`src/rtl/elev_pkg.sv`:
```
// Shared types for the elevator call scheduler: floor index, scheduler states,
// and the target-selection result.
package elev_pkg;
  localparam int NUM_FLOORS = 4;

  typedef logic [1:0] floor_idx_t;

  typedef enum logic [1:0] {
    IDLE,
    SERVE,
    DWELL
  } sched_state_t;

  typedef struct packed {
    logic       up;
    floor_idx_t idx;
  } pick_t;
endpackage

```
`src/rtl/elev_btn_debounce.sv`:
```
// One floor button: a 2-flop synchroniser, a saturating stable-high counter, and a
// single accept pulse per press. Any low sample clears the count and re-arms the pulse.
module elev_btn_debounce
  import elev_pkg::*;
#(
  parameter int DEBOUNCE_CYCLES = 4
) (
  input  logic clk,
  input  logic rst,
  input  logic btn_raw,
  output logic accept
);
  localparam int CW = $clog2(DEBOUNCE_CYCLES + 1);
  localparam logic [CW-1:0] CNT_MAX  = CW'(DEBOUNCE_CYCLES);
  localparam logic [CW-1:0] CNT_FIRE = CW'(DEBOUNCE_CYCLES - 1);

  logic          sync1;
  logic          sync2;
  logic [CW-1:0] cnt;

  always_ff @(posedge clk) begin
    if (rst) begin
      sync1  <= 1'b0;
      sync2  <= 1'b0;
      cnt    <= '0;
      accept <= 1'b0;
    end else begin
      sync1 <= btn_raw;
      sync2 <= sync1;
      if (!sync2) cnt <= '0;
      else if (cnt != CNT_MAX) cnt <= cnt + 1'b1;
      // Fires on the edge where the count reaches its maximum; saturation keeps it single-shot.
      accept <= sync2 && (cnt == CNT_FIRE);
    end
  end
endmodule

```
`src/rtl/elev_call_sched.sv`:
```
// Elevator call scheduler: debounced buttons latch pending calls, and a SCAN-ordered
// FSM presents one call at a time as a one-hot floor_btn until the car arrives.
module elev_call_sched
  import elev_pkg::*;
#(
  parameter int DEBOUNCE_CYCLES = 4,
  parameter int DWELL_CYCLES    = 8
) (
  input  logic                  clk,
  input  logic                  rst,
  input  logic [NUM_FLOORS-1:0] btn_raw,
  input  logic [1:0]            car_floor,
  input  logic                  car_door,
  output logic [NUM_FLOORS-1:0] floor_btn,
  output logic [NUM_FLOORS-1:0] pending,
  output logic                  dir_up,
  output logic                  busy
);
  localparam int DW = (DWELL_CYCLES > 1) ? $clog2(DWELL_CYCLES) : 1;
  localparam logic [DW-1:0] DWELL_LOAD = DW'(DWELL_CYCLES - 1);

  logic [NUM_FLOORS-1:0] accept;
  logic [NUM_FLOORS-1:0] clr_mask;
  logic [NUM_FLOORS-1:0] drop_mask;
  sched_state_t          state;
  floor_idx_t            target;
  logic [DW-1:0]         dwell;
  logic                  arrival;
  pick_t                 pick;

  for (genvar i = 0; i < NUM_FLOORS; i++) begin : g_btn
    elev_btn_debounce #(.DEBOUNCE_CYCLES(DEBOUNCE_CYCLES)) u_db (
      .clk    (clk),
      .rst    (rst),
      .btn_raw(btn_raw[i]),
      .accept (accept[i])
    );
  end

  function automatic logic [NUM_FLOORS-1:0] onehot(input floor_idx_t f);
    logic [NUM_FLOORS-1:0] v;
    v    = '0;
    v[f] = 1'b1;
    return v;
  endfunction

  // SCAN: nearest call on the current side of the car, else reverse; end floors force direction.
  function automatic pick_t pick_target(input logic [NUM_FLOORS-1:0] req, input floor_idx_t car,
                                        input logic up_in);
    logic       up;
    logic       found_up;
    logic       found_dn;
    floor_idx_t idx_up;
    floor_idx_t idx_dn;
    pick_t      p;
    up = up_in;
    if (car == 2'd0) up = 1'b1;
    else if (car == 2'(NUM_FLOORS - 1)) up = 1'b0;
    found_up = 1'b0;
    found_dn = 1'b0;
    idx_up   = '0;
    idx_dn   = '0;
    for (int i = NUM_FLOORS - 1; i >= 0; i--) begin
      if (req[i] && i >= int'(car)) begin
        found_up = 1'b1;
        idx_up   = floor_idx_t'(i);
      end
    end
    for (int i = 0; i < NUM_FLOORS; i++) begin
      if (req[i] && i <= int'(car)) begin
        found_dn = 1'b1;
        idx_dn   = floor_idx_t'(i);
      end
    end
    if (up) begin
      p.up  = found_up;
      p.idx = found_up ? idx_up : idx_dn;
    end else begin
      p.up  = !found_dn;
      p.idx = found_dn ? idx_dn : idx_up;
    end
    return p;
  endfunction

  always_comb begin
    arrival   = (state == SERVE) && (car_floor == target) && car_door;
    clr_mask  = '0;
    drop_mask = '0;
    if (arrival) begin
      clr_mask[target]  = 1'b1;
      drop_mask[target] = 1'b1;
    end
    if (state == DWELL) drop_mask[car_floor] = 1'b1;
    pick = pick_target(pending, car_floor, dir_up);
  end

  always_ff @(posedge clk) begin
    if (rst) begin
      state     <= IDLE;
      target    <= '0;
      dwell     <= '0;
      pending   <= '0;
      floor_btn <= '0;
      dir_up    <= 1'b1;
      busy      <= 1'b0;
    end else begin
      pending <= (pending & ~clr_mask) | (accept & ~drop_mask);
      case (state)
        IDLE: begin
          if (|pending) begin
            target    <= pick.idx;
            dir_up    <= pick.up;
            floor_btn <= onehot(pick.idx);
            busy      <= 1'b1;
            state     <= SERVE;
          end
        end
        SERVE: begin
          if (arrival) begin
            floor_btn <= '0;
            dwell     <= DWELL_LOAD;
            state     <= DWELL;
          end
        end
        DWELL: begin
          if (dwell == '0) begin
            busy  <= 1'b0;
            state <= IDLE;
          end else begin
            dwell <= dwell - 1'b1;
          end
        end
        default: state <= IDLE;
      endcase
    end
  end
endmodule

```
`config.mk`:
```
export PLATFORM = sky130hd
export DESIGN_NAME = elev_call_sched
export DESIGN_NICKNAME = d
export VERILOG_FILES = /design/src/rtl/elev_pkg.sv /design/src/rtl/elev_btn_debounce.sv /design/src/rtl/elev_call_sched.sv
export SDC_FILE = /design/constraint.sdc
export NUM_CORES = 1
export LEC_CHECK = 0
export BUFFER_PORTS_ARGS = -buffer_cell sky130_fd_sc_hd__buf_2
export CAP_MARGIN = 20
export CORE_MARGIN = 4
export CORE_UTILIZATION = 62
export DETAILED_ROUTE_END_ITERATION = 7
export PLACE_DENSITY = 0.83
export SLEW_MARGIN = 5
export SYNTH_ARGS = -nofsm -noshare
export SYNTH_HDL_FRONTEND = slang
export SYNTH_SLANG_ARGS = --single-unit
```
`constraint.sdc`:
```
create_clock -name clk -period 3.66 [get_ports clk]
set_input_delay 0.549 -clock clk [delete_from_list [all_inputs] [get_ports clk]]
set_output_delay 0.549 -clock clk [all_outputs]
set_load 0.1 [all_outputs]
```
-- After elaboration in Yosys (flattened, before gate mapping)
Cells that the tools add are included.
- add/sub/neg operators: 5
- shift-type cells: 0
- divide/modulo/power cells: 0
- equality and inequality tests: 16
- muxes and demuxes: 41
- multiply operators: 0
- order comparisons: 12
- bitwise operators: 10
- reductions and logical operators: 32
- operator list (operator ; number):
    two-way mux 2 bit ; 11
    two-way mux 1 bit ; 16
    two-way mux 4 bit ; 4
    logical AND 1 bit ; 15
    adder 3 x 1 -> 3 bit (second input constant) ; 4
    equality test 3 x 2 -> 1 bit (second input constant) ; 4
    inequality test 3 bit (second input constant) ; 4
    AND reduction 3 bit ; 4
    < comparator 2 x 3 -> 1 bit (second input constant) ; 3
    two-way mux 3 bit ; 3
    bitwise AND 4 bit ; 2
    inverter 4 bit ; 2
    OR 4 bit ; 2
    case mux 4 bit (2 select lines) ; 1
    OR reduction 2 bit ; 4
    demux 1 bit (select 2 bit) ; 3
    >= comparator 2 x 1 -> 1 bit (second input constant) ; 3
    inequality test 2 bit (second input constant) ; 3
    case mux 2 bit (3 select lines) ; 1
    case mux 3 bit (2 select lines) ; 1
    nonzero test 2 bit ; 3
    equality test 2 bit (second input constant) ; 2
    >= comparator 1 x 2 -> 1 bit (first input constant) ; 2
    less-or-equal comparator 2 bit (first input constant) ; 2
    other kinds (13) ; 17
- logic and storage cells: 139
- bits in read-only memories: 0
- bits of input ports: 9
- register bits after elaboration: 41
- output and inout port bits: 10
- memories kept: 0
- bits in latches: 0
- bits in writable memories: 0

-- Depth between registers and ports, before layout
- depth after elaboration: 13
- depth in mapped cells: 6

-- Modules after synthesis
Synthesis repeated with hierarchy kept, for this count alone.
- cell total of the unflattened synthesis: 225
- area total of the unflattened synthesis: 1988.2 µm²
- by module, submodules not included (module ; cells each ; sequential area each (µm²) ; times used ; area an instance (µm²)):
    elev_call_sched ; 125 ; 340.3 ; 1 ; 1007.2
    elev_btn_debounce ; 25 ; 120.1 ; 4 ; 245.2

-- Least setup slack after synthesis
Ideal clock, no wire load.
- path type: register to register
- start: register pending[1]
- end: register floor_btn[1]
- required time: 3564 ps
- path slack: 1481 ps
- setup time: 96 ps
- data arrival time: 2084 ps
- path buffers: 1
- cell stages (with the launch flop): 7
- cell sequence: dfxtp_1 -> buf_4 -> nand2b_1 -> a21oi_1 -> a211oi_2 -> a21oi_1 -> o41ai_2
- cells in the longest elaborated chain, start to end: 12
- ends and longest elaborated chain (item ; line ; source):
    start, declared ; elev_call_sched.sv:15 ; output logic [NUM_FLOORS-1:0] pending,
    start signal, assigned ; elev_call_sched.sv:107 ; pending <= (pending & ~clr_mask) | (accept & ~drop_mask);
    logical AND 1 bit ; elev_call_sched.sv:70 ; if (req[i] && i <= int'(car)) begin
    two-way mux 1 bit ; elev_call_sched.sv:70 ;
    two-way mux 2 bit / two-way mux 1 bit (equally long branches) (2 in series) ; elev_call_sched.sv:70 ;
    two-way mux 2 bit (on tied branches) ; elev_call_sched.sv:80, elev_call_sched.sv:77 ;
    two-way mux 3 bit ; elev_call_sched.sv:75 ; if (up) begin
    < comparator 2 x 3 -> 1 bit (implied by the code) / >= comparator 2 x 1 -> 1 bit (equally long branches) ; elev_call_sched.sv:43 ; v[f] = 1'b1;
    logical AND 1 bit (implied by the code) ; elev_call_sched.sv:43 ;
    two-way mux 1 bit (implied by the code) ; elev_call_sched.sv:43 ;
    demux 1 bit (select 2 bit) ; elev_call_sched.sv:43 ;
    two-way mux 4 bit ; elev_call_sched.sv:110 ; if (|pending) begin
    case mux 4 bit (2 select lines) ; elev_call_sched.sv:108 ; case (state)
    end signal, assigned ; elev_call_sched.sv:113 ; floor_btn <= onehot(pick.idx);
    end, declared ; elev_call_sched.sv:14 ; output logic [NUM_FLOORS-1:0] floor_btn,
Several ways; a longest one is shown, not always the timed one. The select of a mux whose other input is x is not followed.
A chain may end at the register's enable or synchronous reset.

-- Worst setup path after layout
- start: register pending[1]
- end: output pending[1]
No word-level cell between the ends.

==> impl_results.md <==
* Distinct cells, synth at 45
* Achievable clock frequency at a little under 0.5 GHz
* Worst EP arrival at roughly 1500 ps
* Startpoint class of the critical path: flop
* Diode count at 0
* Post-CTS setup buffer count at 0
* Final Setup Violations at 0
* Top-count cell post-synth: dfxtp_1
* Synth area leader: dfxtp_1
* Post-DP HPWL at 2.49 mm
* Total Die Area at 4120 sq um
* CP required at 3110 ps
* Inserted Clock Buffers at 5
* GPL Wtd Cong at 0.814
* I/O Pins at 19
* Slew Limit Fails at 0
* Top Layer Used: met4
* Setup slack after layout at ~1600 ps
* CP peak stage delay at roughly 610 ps
* CTS sink cnt at 41
* Initial Utilization at 64.6%
* CTS tree: built
* Synthesized instance count at 216
* Synth Cell Area at 1960 sq um
* Crit-path slowest cell: dfxtp_1
* Sequential element share of the synthesized area at between 40% and 50%
* Status: finished, final reports clean
* CTS root buffer: clkbuf_4
* First-pass GRT wire length at 5.98 mm
* # port buffers at 18
* Clock Skew at roughly 12 ps
* Syn Area/Cell at 9.06 sq um
* Initial antenna violation count at 0
* Wire length on met3 at 171 um
* DR WL/cell at 12.2 um
* P per Cell Area at 358 nW/um^2
* Share of cells above drive strength 1 at 17.6%
* DRT Wirelength at 3.37 mm
* Total grt overflow at 0
* Crit share post-route at 55.1%
* Core footprint at 3030 sq um
* Layout area overhead at 8.38%
* Ys async rst share at 0%
* RSZ-0062 raised after global routing: false
* Post-Syn Nets at 239
* Critical path capture point type: primary output
* Crit path buffers/inverters at 1
* Worst vdd ir at between 0.2 and 0.3 mV
* Synth area leaders: dfxtp_1 42%, ha_1 9.0%, a21oi_1 6.1%
* Vias in the first global route at 1343
* Leakage at 0.769 nW
* Final Hold Fails at 0
* Pre-antenna DRT Iters at 4
* Total power at 0.760 mW
* Post-synth top area share at 41.9%
* Maxcap violations at 0
* DIE WIDTH at 64.2 um
* Largest delay share family, worst path: flip-flops
* Post-synth EDFFs at 0
* Nets at 256
* Crit Path Category: reg -> out
* Final routed DRC violation total at 0
* Cts-stage hold buffer count at 0
* Fill cell count at 251
* Setup_tns at 0 ps
* Die height at 64.2 um
* Post-route ant nets at 0
* Time the worst path needs with I/O delays and setup at 2020 ps
* CTS clock-pin slew for the worst setup and hold paths at 120 ps
* Crit-path max FO at 11
* Largest net degree at the start of global routing at 31
* Total GRT Usage at 18.5%
* # rows at 20
* Ys flop type: dfxtp_1
* Met2 WL at 1.58 mm
* Initial drt markers at 58
* Setup slack at placement at 1700 ps
* Via-to-Cell Ratio at approximately 5.2
* Slew HR at a little under three fifths
* Worst Tran Pin Value at 633 ps
* Synth cell count leaders: 41 x dfxtp_1, 24 x a21oi_1, 21 x inv_1, 20 x nor2_1, 15 x nand2_1
* Worst skew pair latency at 340 ps
* Max Root-Sink Buffers at 2
* Hold WC Path Type: in -> reg
* CP cell instances: buf_2
* Routed metal-1 wire length at 1.57 mm
* Yosys reg bits at 41
* Routed via count at 1444
* Ys Warns at 0
* CTS resizes at 0
* Htree depth at 2
[metrics by stage]
step                      std cells  hold WS, ps  util [%]  cell area [sq um]
after global placement          270          419      67.6               2050
after detailed placement        270          427      67.6               2050
final                           277          404      70.0               2120
after floorplan                 216          414         -               1960
after global routing            277          392      70.0               2120
after CTS                       277          392      70.0               2120
[path summary, 6_finish.rpt]
path	start	to	slack [ps]	cells after the start
worst max-delay path	pending[1]$_SDFF_PP0_	pending[1]	1640	1
worst min-delay path	btn_raw[1]	g_btn[1].u_db.sync1$_SDFF_PP0_	400	2
worst max register to register	pending[3]$_SDFF_PP0_	floor_btn[0]$_SDFFE_PP0P_	1920	4
worst min register to register	g_btn[3].u_db.sync1$_SDFF_PP0_	g_btn[3].u_db.sync2$_SDFF_PP0_	450	1
[cell type report]
cell class	instances	area, sq um	area share, %
clock buffers	5	37.5	1.77
clock inverters	2	35.0	1.65
inverters	22	82.6	3.89
multi-input cells	145	1000	47.1
flip-flops and latches	41	821	38.7
well taps	44	55.1	2.60
repair buffers	18	90.1	4.25
[metal layers]
layer	vias to the layer above	GRT usage, %
met1	643	23.9
li1	759	-
met3	6	5.45
met4	0	8.18
met5	-	0
met2	36	28.5
[worst reg2reg max path: cells and delay by family, from the launching register on]
kind             cells  cell delay, ps
flip-flops           1             600
AO/OA/AOI/OAI        1             260
AND/OR/NAND/NOR      3             770
[cell families (layout without fill, tap and decap cells)]
logic type | count (synthesis) | in the layout | share of synthesized area (%)
AO/OA/AOI/OAI | 48 | 48 | 17.3
buffers and inverters | 30 | 47 | 6.97
flip-flops | 41 | 41 | 41.9
AND/OR/NAND/NOR | 76 | 76 | 21.7
XOR/XNOR | 7 | 7 | 3.13
adder cells (fa/ha/maj) | 14 | 14 | 8.95
[state kept, by name, summed over array words and instances, names as in the netlist, 3 cells and up]
register           count
floor_btn              4
g_btn.u_db.accept      4
g_btn.u_db.sync2       4
g_btn.u_db.sync1       4
g_btn.u_db.cnt        12
dwell                  3
pending                4
[report_power, final]
part | total (mW) | switching [mW] | internal [mW]
clock network | 0.276 | 0.136 | 0.139
logic | 0.0308 | 0.0190 | 0.0118
registers | 0.454 | 0.00218 | 0.451
[layout by cell type, fill, tap and decap left out, drive strengths merged, types with 2 or more instances in the layout]
cell,n
a211oi,8
a21oi,25
a22o,2
buf,18
clkbuf,5
dfxtp,41
ha,14
inv,22
nand2,15
nand2b,8
nand3,4
nor2,20
nor2b,10
nor3,10
o21ai,4
o41ai,2
or3,2
xnor2,5
xor2,2
(Power assumes the default switching activity.)
